==> config.mk <==
export PLATFORM = sky130hd
export DESIGN_NAME = counter_cmd_sequencer
export DESIGN_NICKNAME = d
export VERILOG_FILES = /design/src/rtl/counter_ctrl_pkg.sv /design/src/rtl/counter_cmd_sequencer_sync_fifo.sv /design/src/rtl/counter_cmd_sequencer.sv
export SDC_FILE = /design/constraint.sdc
export NUM_CORES = 1
export LEC_CHECK = 0
export ABC_AREA = 1
export CORE_UTILIZATION = 50
export DETAILED_ROUTE_END_ITERATION = 16
export PLACE_DENSITY = 0.76
export SYNTH_ARGS = -nofsm -noshare
export SYNTH_HDL_FRONTEND = slang
export SYNTH_SLANG_ARGS = --single-unit
==> constraint.sdc <==
create_clock -name clk -period 5.1 [get_ports clk]
set_input_delay 1.275 -clock clk [delete_from_list [all_inputs] [get_ports clk]]
set_output_delay 1.275 -clock clk [all_outputs]
set_load 0.02 [all_outputs]
==> src/rtl/counter_ctrl_pkg.sv <==
// Shared opcodes, direction encoding and FSM states for the counter command sequencer.
package counter_ctrl_pkg;

  localparam logic [2:0] OP_NOP     = 3'd0;
  localparam logic [2:0] OP_LOAD_UP = 3'd1;
  localparam logic [2:0] OP_LOAD_DN = 3'd2;
  localparam logic [2:0] OP_RUN_UP  = 3'd3;
  localparam logic [2:0] OP_RUN_DN  = 3'd4;
  localparam logic [2:0] OP_HOLD    = 3'd5;
  localparam logic [2:0] OP_RUN_EXP = 3'd6;
  localparam logic [2:0] OP_RSVD    = 3'd7;

  localparam logic DIR_UP = 1'b0;
  localparam logic DIR_DN = 1'b1;

  typedef enum logic [2:0] {
    ST_IDLE,
    ST_LOAD,
    ST_RUN,
    ST_HOLD,
    ST_RUN_EXP
  } state_e;

endpackage

==> src/rtl/counter_cmd_sequencer_sync_fifo.sv <==
// Small synchronous FIFO with flush; pointers carry one extra wrap bit so full/empty need no flag.
module sync_fifo #(
  parameter int WIDTH = 11,
  parameter int DEPTH = 4
) (
  input  logic                     clk,
  input  logic                     rst,
  input  logic                     push,
  input  logic [WIDTH-1:0]         wr_data,
  input  logic                     pop,
  input  logic                     flush,
  output logic [WIDTH-1:0]         rd_data,
  output logic                     full,
  output logic                     empty,
  output logic [$clog2(DEPTH):0]   level
);

  localparam int AW = $clog2(DEPTH);

  logic [AW:0]      wr_ptr_q, wr_ptr_d;
  logic [AW:0]      rd_ptr_q, rd_ptr_d;
  logic [WIDTH-1:0] mem_q [DEPTH];
  logic             do_push;
  logic             do_pop;

  assign level   = wr_ptr_q - rd_ptr_q;
  assign empty   = (wr_ptr_q == rd_ptr_q);
  assign full    = (level == (AW+1)'(DEPTH));
  assign rd_data = mem_q[rd_ptr_q[AW-1:0]];
  assign do_push = push && !full && !flush;
  assign do_pop  = pop && !empty && !flush;

  always_comb begin
    wr_ptr_d = wr_ptr_q;
    rd_ptr_d = rd_ptr_q;
    if (flush) begin
      wr_ptr_d = '0;
      rd_ptr_d = '0;
    end else begin
      if (do_push) wr_ptr_d = wr_ptr_q + (AW+1)'(1);
      if (do_pop)  rd_ptr_d = rd_ptr_q + (AW+1)'(1);
    end
  end

  always_ff @(posedge clk or posedge rst) begin
    if (rst) begin
      wr_ptr_q <= '0;
      rd_ptr_q <= '0;
    end else begin
      wr_ptr_q <= wr_ptr_d;
      rd_ptr_q <= rd_ptr_d;
    end
  end

  // Storage needs no reset: a slot is only read after it has been written.
  always_ff @(posedge clk) begin
    if (do_push) mem_q[wr_ptr_q[AW-1:0]] <= wr_data;
  end

endmodule

==> src/rtl/counter_cmd_sequencer.sv <==
// Turns queued commands into cycle-exact enable/preset/pause drive for multifunction_counter.
// Drive outputs are registered; cmd_done and cmd_timeout are combinational so they can follow ctr_expired.
module counter_cmd_sequencer #(
  parameter int N     = 8,
  parameter int DEPTH = 4
) (
  input  logic         clk,
  input  logic         rst,
  input  logic         cmd_valid,
  output logic         cmd_ready,
  input  logic [2:0]   cmd_op,
  input  logic [N-1:0] cmd_arg,
  input  logic         abort,
  input  logic         ctr_expired,
  output logic         enable_cnt_up,
  output logic         enable_cnt_dn,
  output logic         new_cntr_preset,
  output logic [N-1:0] new_cntr_preset_value,
  output logic         pause_counting,
  output logic         cmd_done,
  output logic         cmd_timeout,
  output logic         illegal_op,
  output logic         busy
);

  import counter_ctrl_pkg::*;

  localparam int LW = $clog2(DEPTH) + 1;

  logic           fifo_full, fifo_empty, fifo_push, fifo_pop;
  logic [LW-1:0]  fifo_level;
  logic [2+N:0]   fifo_wdata, fifo_rdata;
  logic [2:0]     head_op;
  logic [N-1:0]   head_arg;

  state_e         state_q, state_d;
  logic [N-1:0]   cnt_q, cnt_d;
  logic           dir_q, dir_d;
  logic           up_q, up_d;
  logic           dn_q, dn_d;
  logic           preset_q, preset_d;
  logic [N-1:0]   value_q, value_d;
  logic           pause_q, pause_d;
  logic           illegal_q, illegal_d;
  logic           done_c, timeout_c;

  assign cmd_ready  = !fifo_full && !abort;
  assign fifo_push  = cmd_valid && cmd_ready;
  assign fifo_wdata = {cmd_op, cmd_arg};
  assign {head_op, head_arg} = fifo_rdata;

  sync_fifo #(
    .WIDTH (3 + N),
    .DEPTH (DEPTH)
  ) u_fifo (
    .clk     (clk),
    .rst     (rst),
    .push    (fifo_push),
    .wr_data (fifo_wdata),
    .pop     (fifo_pop),
    .flush   (abort),
    .rd_data (fifo_rdata),
    .full    (fifo_full),
    .empty   (fifo_empty),
    .level   (fifo_level)
  );

  // cnt_q holds the active cycles left including the current one; in RUN_EXP a value of 0 means no timeout.
  always_comb begin
    state_d   = state_q;
    cnt_d     = cnt_q;
    dir_d     = dir_q;
    up_d      = 1'b0;
    dn_d      = 1'b0;
    preset_d  = 1'b0;
    value_d   = value_q;
    pause_d   = 1'b0;
    illegal_d = illegal_q;
    fifo_pop  = 1'b0;
    done_c    = 1'b0;
    timeout_c = 1'b0;
    if (abort) begin
      state_d = ST_IDLE;
      cnt_d   = '0;
      value_d = '0;
    end else begin
      case (state_q)
        ST_IDLE: begin
          if (!fifo_empty) begin
            fifo_pop = 1'b1;
            state_d  = ST_LOAD;
            cnt_d    = head_arg;
            case (head_op)
              OP_LOAD_UP: begin
                preset_d = 1'b1;
                value_d  = head_arg;
                dir_d    = DIR_UP;
              end
              OP_LOAD_DN: begin
                preset_d = 1'b1;
                dn_d     = 1'b1;
                value_d  = head_arg;
                dir_d    = DIR_DN;
              end
              OP_RUN_UP, OP_RUN_DN: begin
                dir_d = (head_op == OP_RUN_DN) ? DIR_DN : DIR_UP;
                if (head_arg != '0) begin
                  state_d = ST_RUN;
                  up_d    = (head_op == OP_RUN_UP);
                  dn_d    = (head_op == OP_RUN_DN);
                end
              end
              OP_HOLD: begin
                if (head_arg != '0) begin
                  state_d = ST_HOLD;
                  pause_d = 1'b1;
                end
              end
              OP_RUN_EXP: begin
                state_d = ST_RUN_EXP;
                up_d    = (dir_q == DIR_UP);
                dn_d    = (dir_q == DIR_DN);
              end
              OP_RSVD: illegal_d = 1'b1;
              default: ;
            endcase
          end
        end
        ST_LOAD: begin
          done_c  = 1'b1;
          state_d = ST_IDLE;
        end
        ST_RUN, ST_HOLD: begin
          if (cnt_q == N'(1)) begin
            done_c  = 1'b1;
            state_d = ST_IDLE;
          end else begin
            cnt_d   = cnt_q - N'(1);
            up_d    = (state_q == ST_RUN) && (dir_q == DIR_UP);
            dn_d    = (state_q == ST_RUN) && (dir_q == DIR_DN);
            pause_d = (state_q == ST_HOLD);
          end
        end
        ST_RUN_EXP: begin
          if (ctr_expired) begin
            done_c  = 1'b1;
            state_d = ST_IDLE;
          end else if (cnt_q == N'(1)) begin
            done_c    = 1'b1;
            timeout_c = 1'b1;
            state_d   = ST_IDLE;
          end else begin
            if (cnt_q > N'(1)) cnt_d = cnt_q - N'(1);
            up_d = (dir_q == DIR_UP);
            dn_d = (dir_q == DIR_DN);
          end
        end
        default: state_d = ST_IDLE;
      endcase
    end
  end

  always_ff @(posedge clk or posedge rst) begin
    if (rst) begin
      state_q   <= ST_IDLE;
      cnt_q     <= '0;
      dir_q     <= DIR_UP;
      up_q      <= 1'b0;
      dn_q      <= 1'b0;
      preset_q  <= 1'b0;
      value_q   <= '0;
      pause_q   <= 1'b0;
      illegal_q <= 1'b0;
    end else begin
      state_q   <= state_d;
      cnt_q     <= cnt_d;
      dir_q     <= dir_d;
      up_q      <= up_d;
      dn_q      <= dn_d;
      preset_q  <= preset_d;
      value_q   <= value_d;
      pause_q   <= pause_d;
      illegal_q <= illegal_d;
    end
  end

  assign enable_cnt_up         = up_q;
  assign enable_cnt_dn         = dn_q;
  assign new_cntr_preset       = preset_q;
  assign new_cntr_preset_value = value_q;
  assign pause_counting        = pause_q;
  assign illegal_op            = illegal_q;
  assign cmd_done              = done_c;
  assign cmd_timeout           = timeout_c;
  assign busy                  = (state_q != ST_IDLE) || (fifo_level != '0);

endmodule

# Yosys cells after proc, flatten, opt, wreduce, memory -nomap -nowiden

Memories as Yosys holds them, arrays and structs flattened.
Cells that the tools add are included.

Flip-flop bits (word level): 31
RAM bits: 44
Memories kept: 1

Add/subtract/negate cells: 4
Magnitude comparators: 1
Eq/ne operators: 20
Muxes and demuxes: 63
Bitwise operators: 3
Reduce and logical (&&, ||, !) cells: 29

Memory list:

| name         | words | width | rd ports | clocked after Yosys merged registers in | write ports | line                                  | source |
|---|---|---|---|---|---|---|---|
| u_fifo.mem_q | 4     | 11    | 1        | 0                                       | 1           | counter_cmd_sequencer_sync_fifo.sv:22 | `logic [WIDTH-1:0] mem_q [DEPTH];` |

Operators by type and width:

| kind                                                | count |
|---|---|
| 2-to-1 mux 8 bit                                    | 10 |
| 2-to-1 mux 1 bit                                    | 33 |
| 2-to-1 mux 3 bit                                    | 8 |
| case mux 8 bit (3 select lines)                     | 1 |
| equality test 3 bit, second input constant          | 6 |
| case mux 3 bit (3 select lines)                     | 2 |
| != test 3 bit, second input constant                | 5 |
| case mux 1 bit (3 select lines)                     | 5 |
| equality test 3 x 2 -> 1 bit, second input constant | 4 |
| nonzero test 3 bit                                  | 3 |
| equality test 8 x 1 -> 1 bit, second input constant | 1 |
| > comparator 8 x 1 -> 1 bit, second input constant  | 1 |
| logical AND 1 bit                                   | 8 |
| AND reduction 4 bit                                 | 2 |
| nonzero test 2 bit                                  | 4 |
| nonzero test 8 bit                                  | 1 |
| subtractor 8 x 1 -> 8 bit, second input constant    | 1 |
| adder 3 x 1 -> 3 bit, second input constant         | 2 |
| equality test 3 x 1 -> 1 bit, second input constant | 2 |
| AND reduction 6 bit                                 | 1 |
| OR reduction 2 bit                                  | 3 |
| 2-to-1 mux 2 bit                                    | 2 |
| case mux 1 bit (2 select lines)                     | 2 |
| nonzero test 4 bit                                  | 1 |
| other kinds (8)                                     | 12 |

# Longest topological paths before layout

Depth in word-level cells: 9
Gate-level depth with buffers: 13
Mapped depth without buffers: 11

# Cells and area by module

From an unflattened synthesis, not the netlist that was laid out.

Cell total of the unflattened synthesis: 410
Area, all modules: 3763.6 um^2

By module, submodules not included:

| module                | instances | cells an instance | area an instance (um^2) |
|---|---|---|---|
| sync_fifo             | 1         | 174               | 2157.1 |
| counter_cmd_sequencer | 1         | 236               | 1606.5 |

# Least setup slack after synthesis

Ideal clock, no wire load.

Kind: input to output
Start: in abort
End: out cmd_timeout
Data arrival time: 2011 ps
Required time: 3825 ps
Slack: 1814 ps
Cell stages on the path: 2
Buffers on the path: 1
Cell sequence: buf_1 > nor3_1

Longest elaborated chain between the ends: 1

Ends and longest elaborated chain:

| what             | line                        | source |
|---|---|---|
| start, declared  | counter_cmd_sequencer.sv:13 | `input logic abort,` |
| 2-to-1 mux 1 bit | counter_cmd_sequencer.sv:82 | `if (abort) begin` |
| end, declared    | counter_cmd_sequencer.sv:21 | `output logic cmd_timeout,` |

No other way between the ends.

# Worst setup path after layout

Start: in abort
End: out cmd_ready

Longest elaborated chain between the ends: 2

Ends and longest elaborated chain:

| what              | line                        | source |
|---|---|---|
| zero test 1 bit   | counter_cmd_sequencer.sv:47 | `assign cmd_ready = !fifo_full && !abort;` |
| logical AND 1 bit | counter_cmd_sequencer.sv:47 |  |
| end, declared     | counter_cmd_sequencer.sv:10 | `output logic cmd_ready,` |

No other way between the ends.

==> flow_summary.ini <==
[timing]
slew_violations = 0
tightest_slew_ps = 1070
hold_viol = 0
fin_skew_ps = 8.23
fin_ws_ps = 902
tns_ps = 0
period_needed_ps = 4200
fmax_mhz = 238
rsz0062_at_grt = no
setup_violations = 0
slew_headroom_pct = 28.2
min_period_over_period_pct = 82.3

[synthesis]
synth_seq_cells = 75
synth-edff-count = 44
synth.most_common_cell = nand2_1
synth_top_area_cell = edfxtp_1
ys_seq_area_share_pct = 56.4
avgSynthCellArea_um2 = 9.07
synthTopCellsByCount = 149 x nand2_1, 50 x nand3_1, 44 x edfxtp_1
synthTopCellsByArea = edfxtp_1 36%, dfrtp_1 21%, nand2_1 15%, nand3_1 6.7%, inv_1 3.3%
dominantRegCellSynth = edfxtp_1
synth_area_mm2 = 0.00372
synth_fp_nets = 435
yosysUniqueCellTypes = 34
synth_top_area_share_pct = 35.5
async_reset_ff_share_pct = 41.3
yosysWarningCount = 0
syn_inst = 410

[cts]
hold_buffers = 0
insertion_delay_ps = 350
numCtsBuffers = 9
clk_pin_slew_ps = 80
postCtsResizedCells = 0
cts_setup_buffers = 0
cts-htree-levels = 3
clock-sinks = 75
root_buffer = clkbuf_8
cts_tree = done
clockBufferDepth = 2

[grt]
antenna_found_initial = 0
grt_pass1_vias = 2672
overflow = 0
grt_usage_pct = 20.9
grt_pass1_wl_mm = 12.2
grt_max_degree = 32

[detailed_routing]
post_drt_wl_per_cell_um = 13.0
drtIter0Drc = 170
vias_per_cell = 5.04
drtPass1Iterations = 4
drc = 0
antenna_left = 0
totalWireLength_mm = 7.16
vias = 2777

[layout]
fin_util_pct = 59.7
fin_cells = 551
nNetsFinal = 472
diodes = 0
drive_gt1_share_pct = 7.08
syn_to_final_growth_pct = 15.8

[placement]
preCtsSetupSlack_ps = 918
io_buffers = 32
dp_hpwl_mm = 5.11
gp_congestion = 0.890
post-place-cells = 535

[power_and_ir_drop]
peakVddDrop_mv = 0.228
power_density_mw_per_mm2 = 580
p_leak_nw = 1.90

[worst_hold_path]
holdPathEnd = new_cntr_preset_value[4]
hold_path_depth = 2
min_from = new_cntr_preset_value[4]
hold_path.class = flip-flop to flip-flop

[worst_setup_path]
cp_max_fo = 12
endpoint_kind = output pin
reg2reg_slack_ps = 1860
r2r_cells = 7
arrival_ps = 2920
critPathLaunchType = input port
critPathKind = input port to output pin
worstPathRequired_ps = 3830
r2r_start = u_fifo.rd_ptr_q[1]
r2r-end = u_fifo.mem_q[2][10]

[floorplanning]
core_region_area_mm2 = 0.00721
rows = 31
die_area_mm2 = 0.00779
io_pins = 33
die_w_um = 88.2
die_h_um = 88.2
start_util_pct = 51.5

[job]
drv_cap = 0

[outcome]
outcome = complete, no violations
worst max-delay path, stage by stage:
cell	delay [ps]
clkdlybuf4s50_1	450
buf_4	200
clkinv_1	270
nand2_1	140
inv_1	60
clkdlybuf4s50_1	530
final cells by class:
type	count	area [µm²]
Clock buffer	10	128
Clock inverter	6	71.3
Fill cell	629	2910
Inverter	38	150
Multi-Input combinational cell	288	1390
Sequential cell	75	2100
Tap cell	99	124
Timing Repair Buffer	35	343
per-layer routing:
layer / GRT usage [%] / part of all wire, % / up-vias
li1: - / - / 1422
met1: 27.4 / 47 / 1293
met2: 34.9 / 49 / 55
met3: 3.92 / 3.4 / 7
met4: 7.48 / 1.2 / 0
met5: 0 / 0 / -
cells by family (layout without fill, tap and decap cells):
group                      Yosys count  after routing  synth area share, %
and+or+nand+nor                    235            235                 27.2
xor gates and xnor gates             8              8                 1.88
muxes                                1              1                0.303
buffers and inverters               47             89                 6.16
adders and majority gates            9              9                 3.03
AOI/OAI and AO/OA                   35             35                 5.05
DFF                                 75             75                 56.4
power breakdown:
group	switching, mW	total (mW)	internal, mW
Sequential	0.0904	0.871	0.780
Clock	0.230	0.464	0.233
Combinational	0.744	1.16	0.417
cell usage in the layout, fill, tap and decap left out, drive strengths merged, types with 10 or more instances in the layout:
cell,Yosys,routed
nand2,154,154
o21ai,19,19
nand3,51,51
clkbuf,1,10
inv,37,41
nor2,22,22
edfxtp,44,44
dfrtp,31,31
a21oi,12,12
clkdlybuf4s50,0,32
flip-flops by register name, indices dropped and copies added, names as in the netlist:
signal,count
cnt_q,8
dir_q,1
enable_cnt_dn,1
enable_cnt_up,1
illegal_op,1
new_cntr_preset,1
new_cntr_preset_value,8
pause_counting,1
state_q,3
u_fifo.mem_q,44
u_fifo.rd_ptr_q,3
u_fifo.wr_ptr_q,3
how the worst max path moves through the flow:
stage | from | end | slack [ps] | cells past startpoint
finish | abort | cmd_ready | 900 | 6
global route | u_fifo.rd_ptr_q[1] | cmd_ready | 790 | 8
CTS | abort | cmd_ready | 920 | 6
detailed placement | abort | cmd_ready | 920 | 6
global placement | abort | cmd_ready | 950 | 6
floorplan | abort | cmd_timeout | 1810 | 2
through the flow:
step	total power, mW	instance area (µm²)	hold slack, ps
finish	2.50	4310	481
global route	2.71	4310	508
CTS	2.51	4310	488
detailed placement	2.04	4110	467
global placement	2.01	4110	464
floorplan	1.73	3720	469
(Power assumes the default switching activity.)
